### config.mk
export PLATFORM = sky130hd
export DESIGN_NAME = raster_scan_counter
export DESIGN_NICKNAME = d
export VERILOG_FILES = /design/src/rtl/raster_scan_counter.sv
export SDC_FILE = /design/constraint.sdc
export NUM_CORES = 1
export LEC_CHECK = 0
export BUFFER_PORTS_ARGS = -buffer_cell sky130_fd_sc_hd__buf_2
export CORE_UTILIZATION = 55
export CTS_CLUSTER_SIZE = 20
export DETAILED_ROUTE_END_ITERATION = 8
export PLACE_DENSITY = 0.79
export SLEW_MARGIN = 15
export SYNTH_ARGS = -nofsm -noshare
export SYNTH_HDL_FRONTEND = slang
export SYNTH_SLANG_ARGS = --single-unit
### constraint.sdc
create_clock -name clk -period 4.25 [get_ports clk]
set_input_delay 0.6375 -clock clk [delete_from_list [all_inputs] [get_ports clk]]
set_output_delay 0.6375 -clock clk [all_outputs]
set_load 0.005 [all_outputs]
### src/rtl/raster_scan_counter.sv
// 2-D column/row walker over a runtime WxH frame with line/frame-end and kernel-border flags.
// col/row and done/cfg_err are registered, the flags are combinational; a low en_count_i holds the position.
module raster_scan_counter #(
    parameter int MAX_COLS = 640,
    parameter int MAX_ROWS = 480,
    parameter int KSIZE    = 3
) (
    input  logic                          clk,
    input  logic                          rst_n,
    input  logic                          start_i,
    input  logic                          restart_i,
    input  logic                          en_count_i,
    input  logic [$clog2(MAX_COLS+1)-1:0] cfg_cols_i,
    input  logic [$clog2(MAX_ROWS+1)-1:0] cfg_rows_i,
    output logic [$clog2(MAX_COLS)-1:0]   col_o,
    output logic [$clog2(MAX_ROWS)-1:0]   row_o,
    output logic                          busy_o,
    output logic                          line_end_o,
    output logic                          frame_end_o,
    output logic                          border_o,
    output logic                          done_o,
    output logic                          cfg_err_o
);

    localparam int CW   = $clog2(MAX_COLS+1);
    localparam int RW   = $clog2(MAX_ROWS+1);
    localparam int COLW = $clog2(MAX_COLS);
    localparam int ROWW = $clog2(MAX_ROWS);
    localparam int HALF = KSIZE / 2;
    localparam int BW   = ((CW > RW) ? CW : RW) + 2;

    localparam logic [BW-1:0] HALF_W = BW'(HALF);
    localparam logic [BW-1:0] ONE_W  = BW'(1);

    typedef enum logic {
        IDLE = 1'b0,
        RUN  = 1'b1
    } state_t;

    state_t            state_q, state_d;
    logic [COLW-1:0]   col_q, col_d;
    logic [ROWW-1:0]   row_q, row_d;
    logic [CW-1:0]     cols_q, cols_d;
    logic [RW-1:0]     rows_q, rows_d;
    logic              done_q, done_d;
    logic              err_q, err_d;

    logic              busy;
    logic              cfg_ok;
    logic [BW-1:0]     col_w, row_w, cols_w, rows_w;
    logic              last_col, last_row;

    // Widened copies so "size-1" and "size-1-HALF" never wrap for tiny frames.
    assign col_w  = BW'(col_q);
    assign row_w  = BW'(row_q);
    assign cols_w = BW'(cols_q);
    assign rows_w = BW'(rows_q);

    assign busy     = (state_q == RUN);
    assign last_col = (col_w + ONE_W) == cols_w;
    assign last_row = (row_w + ONE_W) == rows_w;

    assign cfg_ok = (cfg_cols_i >= CW'(2)) && (cfg_cols_i <= CW'(MAX_COLS)) &&
                    (cfg_rows_i >= RW'(2)) && (cfg_rows_i <= RW'(MAX_ROWS));

    always_comb begin
        state_d = state_q;
        col_d   = col_q;
        row_d   = row_q;
        cols_d  = cols_q;
        rows_d  = rows_q;
        done_d  = 1'b0;
        err_d   = 1'b0;
        if (restart_i) begin
            state_d = IDLE;
            col_d   = '0;
            row_d   = '0;
        end else begin
            case (state_q)
                IDLE: begin
                    col_d = '0;
                    row_d = '0;
                    if (start_i) begin
                        if (cfg_ok) begin
                            cols_d  = cfg_cols_i;
                            rows_d  = cfg_rows_i;
                            state_d = RUN;
                        end else begin
                            err_d = 1'b1;
                        end
                    end
                end
                RUN: begin
                    if (en_count_i) begin
                        if (last_col && last_row) begin
                            col_d   = '0;
                            row_d   = '0;
                            state_d = IDLE;
                            done_d  = 1'b1;
                        end else if (last_col) begin
                            col_d = '0;
                            row_d = row_q + ROWW'(1);
                        end else begin
                            col_d = col_q + COLW'(1);
                        end
                    end
                end
                default: begin
                    state_d = IDLE;
                    col_d   = '0;
                    row_d   = '0;
                end
            endcase
        end
    end

    always_ff @(posedge clk or negedge rst_n) begin
        if (!rst_n) begin
            state_q <= IDLE;
            col_q   <= '0;
            row_q   <= '0;
            cols_q  <= '0;
            rows_q  <= '0;
            done_q  <= 1'b0;
            err_q   <= 1'b0;
        end else begin
            state_q <= state_d;
            col_q   <= col_d;
            row_q   <= row_d;
            cols_q  <= cols_d;
            rows_q  <= rows_d;
            done_q  <= done_d;
            err_q   <= err_d;
        end
    end

    assign col_o       = col_q;
    assign row_o       = row_q;
    assign busy_o      = busy;
    assign line_end_o  = busy & last_col;
    assign frame_end_o = busy & last_col & last_row;
    // col > cols-1-HALF is rewritten as col+HALF >= cols to stay underflow-free.
    assign border_o    = busy & ((col_w < HALF_W) || ((col_w + HALF_W) >= cols_w) ||
                                 (row_w < HALF_W) || ((row_w + HALF_W) >= rows_w));
    assign done_o      = done_q;
    assign cfg_err_o   = err_q;

endmodule

### Yosys cells after proc, flatten, opt, wreduce, memory -nomap -nowiden

Cells that the tools add are included.

* $add $sub $neg: 4
* $mul: 0
* divide/modulo/power cells: 0
* magnitude comparators: 8
* equality and inequality tests: 4
* shift-type cells: 0
* mux-type cells: 24
* bitwise gates (word level): 5
* reduce and logical (&&, ||, !) cells: 9

Operators with widths (count)
* 10-bit 2-to-1 mux: 4
* 9-bit 2-to-1 mux: 4
* 10-bit case mux with 2 select lines: 1
* 9-bit case mux with 2 select lines: 1
* 1-bit 2-to-1 mux: 13
* 12-bit by 10-bit equality test with 1-bit output: 1
* 12-bit by 9-bit equality test with 1-bit output: 1
* 10-bit by 1-bit adder with 11-bit output (second input constant): 1
* 11-bit by 10-bit >= comparator with 1-bit output: 1
* 10-bit by 1-bit adder with 10-bit output (second input constant): 1
* 9-bit by 1-bit adder with 10-bit output (second input constant): 1
* 10-bit by 2-bit >= comparator with 1-bit output (second input constant): 1
* 10-bit by 9-bit >= comparator with 1-bit output: 1
* 10-bit <= comparator (second input constant): 1
* 10-bit by 1-bit less-than comparator with 1-bit output (second input constant): 1
* 9-bit by 1-bit adder with 9-bit output (second input constant): 1
* 9-bit by 2-bit >= comparator with 1-bit output (second input constant): 1
* 9-bit <= comparator (second input constant): 1
* 9-bit by 1-bit less-than comparator with 1-bit output (second input constant): 1
* 1-bit logical AND: 4
* 4-bit by 2-bit != test with 1-bit output (second input constant): 1
* 4-bit AND reduction: 1
* 1-bit AND: 3
* 1-bit logical OR: 3
* other kinds (4): 5

* bits in registers: 41
* latch bits: 0
* memory bits (writable): 0
* memory bits (read-only): 0
* input bits: 24
* output and inout bits: 25
* logic and storage cells: 61
* memories: 0

### Depth between registers and ports, before layout

Gate-level depths: netlist (run 1).

* word-level depth: 8
* gate-level depth with buffers: 11
* depth with buffers taken out: 10

### Least setup slack after synthesis (run 1)

OpenSTA, ideal clock, no wires.

* kind: flip-flop to output port
* from: register row_q[2] (netlist: row_o[2])
* to: output port frame_end_o
* arrival time: 2329 ps
* slack: 1284 ps
* stages on the path, launching flop included: 11
* path buffers: 1
* cell sequence: dfrtp_1 > buf_2 > and3_1 > nand3_1 > or2_2 > nand2_1 > ha_1 > and4_1 > nand4_1 > a311oi_1 > and3_1

* cells in the longest elaborated chain, start to end: 3

RTL lines
* start: declaration: line 42 `logic [ROWW-1:0] row_q, row_d;`
* start signal: assignment: line 129 `row_q <= row_d;`
* 9-bit by 1-bit adder with 10-bit output: line 61 `assign last_row = (row_w + ONE_W) == rows_w;`
* 12-bit by 9-bit equality test with 1-bit output: line 61
* 1-bit AND: line 141 `assign frame_end_o = busy & last_col & last_row;`
* end: declaration: line 19 `output logic frame_end_o,`

Every way passes these cells.

### Worst setup path in the final report (run 1)

* from: register col_q[0] (netlist: col_o[0])
* to: output port frame_end_o

* cells in the longest elaborated chain, start to end: 4

RTL lines
* start: declaration: line 41 `logic [COLW-1:0] col_q, col_d;`
* start signal: assignment: line 128 `col_q <= col_d;`
* 10-bit by 1-bit adder with 11-bit output: line 60 `assign last_col = (col_w + ONE_W) == cols_w;`
* 12-bit by 10-bit equality test with 1-bit output: line 60
* 1-bit AND (2 in series): line 141

Every way passes these cells.

==> results of run 1 <==
registers in the layout, indices dropped and copies added, names as in the netlist:
register and cells:
cfg_err_o 1, rows_q 9, cols_q 10, row_o 9, busy_o 1, done_o 1, col_o 10
placed cells by master, fill, tap and decap left out, types with 2 or more instances in the layout:
master / instances
inv_1: 22
buf_2: 48
xor2_1: 7
mux2_2: 10
nand4_1: 4
a211oi_1: 5
and3_1: 7
nand2_1: 14
nand4b_1: 2
xnor2_1: 9
ha_1: 22
a21oi_1: 8
dfrtp_1: 41
clkbuf_8: 6
nor3_1: 6
nor2_1: 15
nor2b_1: 2
a21o_1: 4
nand2b_1: 4
mux2_4: 10
a31oi_1: 2
and2_1: 2
or2_2: 3
a22o_1: 8
nand3_1: 14
nor4_1: 4
o21ai_0: 9
metal layers:
layer	track usage	up-vias	routed length (um)
li1	-	1028	-
met1	0.345	1005	2700
met2	0.328	54	2380
met3	0.0670	4	274
met4	0.0800	0	64
met5	0	-	0
power groups by stage:
stage / logic, mW / registers, mW / clock network (mW)
final: 0.186 / 0.465 / 0.258
after global routing: 0.210 / 0.472 / 0.279
after CTS: 0.186 / 0.465 / 0.260
after detailed placement: 0.185 / 0.473 / 0
after global placement: 0.178 / 0.471 / 0
after floorplan: 0.136 / 0.462 / 0
final cells by class:
cell class / count / share of cell area
Clock buffer: 7 / 0.0289
Inverter: 22 / 0.0277
Multi-Input combinational cell: 189 / 0.495
Sequential cell: 41 / 0.344
Tap cell: 52 / 0.0218
Timing Repair Buffer: 49 / 0.0830
stage by stage:
step                power, mW  hold slack (ns)
floorplan               0.598            0.342
global placement        0.649            0.489
detailed placement      0.658            0.498
CTS                     0.912            0.508
global route            0.960            0.528
finish                  0.908            0.469
worst paths after layout:
kind,start,to
max,col_o[0],frame_end_o
min,rst_n,col_o[6]
max reg2reg,col_o[0],row_o[2]
min reg2reg,rows_q[4],rows_q[4]
max in group asynchronous,rst_n,cfg_err_o
min in group clk,rows_q[4],rows_q[4]
worst max-delay path: stages, from the launching register on:
cell and delay (ns):
dfrtp_1 0.46, ha_1 0.24, nand3_1 0.21, nor2_1 0.24, xor2_1 0.10, ha_1 0.32
and3_1 0.15, nand3_1 0.13, nor3_1 0.55, and3_1 0.30, buf_2 0.13
logic make-up after synthesis:
group	synth area share
AOI/OAI and AO/OA	0.118
and+or+nand+nor	0.187
DFF	0.392
xor gates and xnor gates	0.0535
muxes	0.100
buffers and inverters	0.0440
adders and majority gates	0.105
==> results_dict.tcl, run 1 <==
set metrics [dict create \
    status "finished, violations left" \
    failed_checks "design-rule violations" \
    grt_max_degree 42 \
    vdd_drop_max_mv 0.184 \
    setup_tns_ns 0 \
    vias_per_cell 5.81 \
    synth.cell_area_um2 2620 \
    ant_nets 0 \
    cts_buffers 5 \
    cp_max_fo 7 \
    hold_viol_final 0 \
    syn2layout_area_growth_pct 14.0 \
    die_h_um 71 \
    yosys.area.top_type "dfrtp_1" \
    pre_cts_ws_ns 0.849 \
    postSynthCellCount 256 \
    diodes 0 \
    worst_slew_pin_slew_ns 0.910 \
    n_fill_cell 364 \
    final_cells 360 \
    timing.fmax_mhz 266 \
    reg2regPathDepth 10 \
    placed_cell_area_um2 2900 \
    place_hpwl_um 4180 \
    nets 354 \
    num_vias 2091 \
    io_pins 49 \
    ys_types 46 \
    min_period_ns 3.76 \
    clock_power_share 0.284 \
    cts_tree "built" \
    r2r_setup_slack_ns 1.06 \
    dp.cells 353 \
    switching_share 0.269 \
    ys_top_cells_by_count "41 x dfrtp_1, 22 x ha_1, 22 x inv_1" \
    ys_warn_count 0 \
    io_buffers 48 \
    syn_nets 302 \
    yosysMostFrequentCell "dfrtp_1" \
    grt_pass1_wl_um 9060 \
    layout-drive-gt1-share 0.279 \
    synthFlopType "dfrtp_1" \
    synth_top_area_share 0.392 \
    design.die.area_um2 5040 \
    final_util 0.667 \
    ys_seq_elements 41 \
    p_per_area_nw_per_um2 304 \
    drc 4 \
    slew_headroom 0.394 \
    drt-total-wl_um 5420 \
    seq_power_share 0.512 \
    ys_top_cells_by_area "dfrtp_1 39%, ha_1 11%, mux2_4 5.7%, mux2_2 4.3%, inv_1 3.2%" \
    async_reset_ff_frac 1.00 \
    antenna_found_initial 0 \
    maxSlewViolCount 0 \
    skew_ns 0.00745 \
    core.rowCount 24 \
    core_um2 4470 \
    path_clk_slew_ns 0.08 \
    ctsHoldBuffers 0 \
    finalSetupViolCount 0 \
    crit_path_start_kind "flip-flop" \
    cts_resized 0 \
    rsz0062_at_grt "false" \
    first_global_vias 1909 \
    clockBufferDepth 2 \
    initialDrtViolationCount 194 \
    die_w_um 71 \
    routabilityCongestion 0.856 \
    switchingPower_mw 0.244 \
    initial_core_util 0.585 \
    grt_usage 0.234 \
    drv_cap 0 \
    internal_power_mw 0.664 \
    worst_slack_ns 0.493 \
    post_cts_buffers 0 \
    cts_root_buffer "clkbuf_8" \
    arrival_ns 3.12 \
    htreeDepth 2 \
    p_leak_nw 1.58 \
    pwr-share-comb 0.204 \
    ff_latch_area_um2 1030 \
    crit_type "reg -> out" \
    wl_per_cell_um 15.1 \
    synth_edf_count 0 \
    multiInputGateArea_um2 1480 \
    end_kind "output port" \
    min_path_type "in -> async" \
    first_pass_iters 6 \
    required_ns 3.61 \
    cts.sinks 41 \
    design_area_um2 2990 \
    post-route-period-util 0.884 \
    ys_seq_area_frac 0.392 \
    overflow 0 \
    synth_area_per_cell_um2 10.2 \
    clock_latency_ns 0.29 \
]
(Power assumes the default switching activity.)
==> run 2: changes to the inputs <==
==> constraint.sdc (replaced) <==
create_clock -name clk -period 4.25 [get_ports clk]
set_input_delay 0.2125 -clock clk [delete_from_list [all_inputs] [get_ports clk]]
set_output_delay 0.2125 -clock clk [all_outputs]
set_load 0.005 [all_outputs]
==> results_dict.tcl, run 2 (synthesized netlist as in run 1, its figures left out) <==
set metrics [dict create \
    cts.sinks 41 \
    skew_ns 0.00496 \
    grt_max_degree 42 \
    maxSlewViolCount 0 \
    hold_viol_final 0 \
    ctsHoldBuffers 0 \
    worst_slack_ns 0.776 \
    core_um2 4470 \
    post_cts_buffers 0 \
    post-route-period-util 0.817 \
    diodes 0 \
    end_kind "output port" \
    p_per_area_nw_per_um2 323 \
    place_hpwl_um 4260 \
    slew_headroom 0.410 \
    timing.fmax_mhz 288 \
    grt_usage 0.235 \
    vias_per_cell 5.85 \
    nets 353 \
    status "finished, violations left" \
    clockBufferDepth 2 \
    die_w_um 71 \
    cts_resized 0 \
    drt-total-wl_um 5540 \
    routedLengthMet1_um 2680 \
    layout_common_cells "48 x buf_2, 41 x dfrtp_1, 22 x inv_1, 22 x ha_1, 15 x nor2_1" \
    drv_cap 0 \
    top_layer_used "met4" \
    wl_per_cell_um 15.4 \
    min_period_ns 3.47 \
    routabilityCongestion 0.933 \
    final_common_cell "buf_2" \
    required_ns 4.04 \
    crit_type "reg -> out" \
    num_vias 2107 \
    cts_buffers 5 \
    setup_tns_ns 0 \
    cp_max_fo 7 \
    p_leak_nw 1.59 \
    min_path_type "in -> async" \
    syn2layout_area_growth_pct 14.9 \
    wl_met2_um 2440 \
    cts_root_buffer "clkbuf_8" \
    met3_length_um 268 \
    drc 4 \
    rsz0062_at_grt "false" \
    ant_nets 0 \
    first_global_vias 1921 \
    overflow 0 \
    cts_tree "built" \
    design.die.area_um2 5040 \
    worst_slew_pin_slew_ns 0.886 \
    io_buffers 48 \
    initial_core_util 0.585 \
    pre_cts_ws_ns 1.03 \
    vdd_drop_max_mv 0.230 \
    finalSetupViolCount 0 \
    arrival_ns 3.26 \
    antenna_found_initial 0 \
    first_pass_iters 7 \
    grt_pass1_wl_um 9150 \
    failed_checks "design-rule violations" \
    io_pins 49 \
    htreeDepth 2 \
    die_h_um 71 \
    clock_latency_ns 0.29 \
    core.rowCount 24 \
    crit_path_start_kind "flip-flop" \
    layout-drive-gt1-share 0.279 \
    initialDrtViolationCount 132 \
    path_clk_slew_ns 0.08 \
]
==> run 2: cell types whose count changed in the layout (fill, tap and decap cells not counted) <==
| cell | before | now |
|---|---|---|
| buf_4 | 1 | 0 |
| bufinv_16 | 0 | 1 |
==> run 2: path summary, 6_finish.rpt <==
kind	startpoint	to	slack (ns)	cells past startpoint
max	col_o[0]	frame_end_o	0.78	10
min	rst_n	col_o[6]	0.03	1
max reg2reg	col_o[0]	row_o[2]	0.94	10
min reg2reg	rows_q[3]	rows_q[3]	0.51	1
max in group asynchronous	rst_n	cols_q[8]	3.66	1
min in group clk	restart_i	busy_o	0.13	2
==> run 2: routing by layer <==
layer	vias to the layer above	track usage
li1	1024	-
met1	993	0.341
met2	74	0.337
met3	16	0.0499
met4	0	0.109
met5	-	0
==> run 2: layout make-up <==
class                           instances  area (um2)
Clock buffer                            7        86.3
Fill cell                             355        1470
Clock inverter                          1        30.0
Sequential cell                        41        1030
Inverter                               22        82.6
Multi-Input combinational cell        189        1480
Timing Repair Buffer                   48         240
Tap cell                               52        65.1
==> run 2: critical path, stage by stage, from the launching register on <==
cell     delay [ns]
dfrtp_1        0.49
ha_1           0.26
nand3_1        0.23
nor2_1         0.24
xor2_1         0.10
ha_1           0.31
and3_1         0.16
nand3_1        0.15
nor3_1         0.61
and3_1         0.30
buf_2          0.12
==> run 2: report_power, final <==
group	internal (mW)	switching (mW)	total, mW
Combinational	0.0986	0.0855	0.184
Clock	0.191	0.131	0.323
Sequential	0.436	0.0288	0.465
==> run 2: per-stage QoR <==
stage	instances	hold WS [ns]	util	total power, mW	area (um2)
2_1_floorplan	256	-0.0831	-	0.598	2620
3_3_place_gp	352	0.388	0.646	0.649	2890
3_5_place_dp	352	0.396	0.646	0.657	2890
4_1_cts	360	0.0761	0.672	0.978	3010
5_1_grt	360	0.119	0.672	1.02	3010
6_report	360	0.0343	0.672	0.972	3010
==> run 3: changes to the inputs <==
CORE_UTILIZATION = 50   (was 55)
PLACE_DENSITY = 0.76   (was 0.79)
clock period = 3 ns   (was 4.25 ns; I/O delays follow)
==> results_dict.tcl, run 3 (synthesized netlist as in run 1, its figures left out) <==
set metrics [dict create \
    cts_buffers 5 \
    initialDrtViolationCount 114 \
    cts.sinks 41 \
    rsz0062_at_grt "true" \
    die_w_um 74.4 \
    timing.fmax_mhz 345 \
    worst_slack_ns 0.0989 \
    initial_core_util 0.537 \
    worst_slew_pin_slew_ns 0.889 \
    required_ns 2.85 \
    wl_per_cell_um 14.3 \
    first_global_vias 1871 \
    final_cells 380 \
    finalSetupViolCount 0 \
    failed_checks "negative hold slack" \
    drt-total-wl_um 5420 \
    vdd_drop_max_mv 0.245 \
    path_clk_slew_ns 0.08 \
    design_area_um2 3090 \
    num_vias 2086 \
    grt_usage 0.207 \
    skew_ns 0.00332 \
    min_path_type "in -> async" \
    dp.cells 370 \
    ff_latch_area_um2 1040 \
    hold_ws_ns -0.0280 \
    core.rowCount 25 \
    syn2layout_area_growth_pct 17.8 \
    grt_pass1_wl_um 8670 \
    drc 0 \
    worstReg2RegEnd "row_o[2]" \
    cts_tree "built" \
    die_h_um 74.4 \
    reg2regPathDepth 10 \
    cts_root_buffer "clkbuf_8" \
    routabilityCongestion 0.811 \
    htreeDepth 2 \
    clockBufferDepth 2 \
    r2r-start "col_o[2]" \
    io_pins 49 \
    cp_max_fo 6 \
    placed_cell_area_um2 2930 \
    r2r_setup_slack_ns 0.32 \
    first_pass_iters 4 \
    grt_max_degree 42 \
    place_hpwl_um 4130 \
    arrival_ns 2.75 \
    p_per_area_nw_per_um2 413 \
    hold_viol_final 41 \
    slew_headroom 0.407 \
    layout_common_cells "48 x buf_2, 32 x dfrtp_1, 22 x inv_1, 20 x ha_1" \
    layout-drive-gt1-share 0.342 \
    final_util 0.632 \
    crit_path_start_kind "flip-flop" \
    post-route-period-util 0.967 \
    maxSlewViolCount 0 \
    p_leak_nw 1.60 \
    pre_cts_ws_ns 0.230 \
    io_buffers 48 \
    ctsHoldBuffers 0 \
    diodes 0 \
    end_kind "output port" \
    multiInputGateArea_um2 1520 \
    n_fill_cell 417 \
    final_common_cell "buf_2" \
    antenna_found_initial 0 \
    crit_type "reg -> out" \
    status "finished, violations left" \
    vias_per_cell 5.49 \
    nets 358 \
    drv_cap 0 \
    overflow 0 \
    design.die.area_um2 5530 \
    ant_nets 0 \
    core_um2 4880 \
    min_period_ns 2.90 \
    clock_latency_ns 0.29 \
]
-- run 3: repair_timing --
| action | in CTS | in global routing |
|---|---|---|
| resized for setup | 0 | 18 |
| setup endpoints to repair | 0 | 9 |
| setup buffers | 0 | 2 |
-- run 3: where the power goes --
| group | internal [mW] | leakage [nW] | switching (mW) |
|---|---|---|---|
| logic | 0.141 | 1.03 | 0.121 |
| registers | 0.618 | 0.516 | 0.0418 |
| clock network | 0.161 | 0.0450 | 0.193 |
-- run 3: worst max path at each step --
stage | startpoint | endpoint | slack [ns] | cells after the start
floorplan | col_o[0] | row_o[2] | 0.31 | 10
global placement | col_o[2] | row_o[0] | 0.29 | 10
detailed placement | col_o[2] | row_o[2] | 0.23 | 10
CTS | col_o[0] | border_o | 0.0007 | 11
global route | col_o[0] | border_o | -0.04 | 11
finish | col_o[0] | border_o | 0.1 | 11
-- run 3: final cells by class --
type                       count  share of cell area
clock buffer                   6              0.0235
clock inverter                 2             0.00324
inverter                      22              0.0268
multi-input combinational    189               0.493
sequential                    41               0.336
tap                           67              0.0272
timing repair buffer          53              0.0900
-- run 3: through the flow --
stage	power [mW]	setup TNS, ns
floorplan	0.847	0
global placement	0.920	0
detailed placement	0.930	0
CTS	1.29	0
global route	1.34	-0.0392
finish	1.28	0
-- run 3: critical path, stage by stage (launching register included) --
cell and delay, ns:
dfrtp_2 0.44, ha_4 0.17, nand3_1 0.09, nor2_1 0.20, xor2_1 0.17, ha_1 0.27
a21oi_1 0.12, o21ai_0 0.08, and2_1 0.16, o311a_1 0.33, o31a_1 0.30, buf_2 0.13
-- run 3: layer usage --
metal / GRT usage / vias to the layer above / share of wire
met5: 0 / - / 0
met4: 0.0922 / 0 / 0.014
met3: 0.0285 / 6 / 0.049
met2: 0.300 / 55 / 0.43
met1: 0.308 / 982 / 0.51
li1: - / 1043 / -
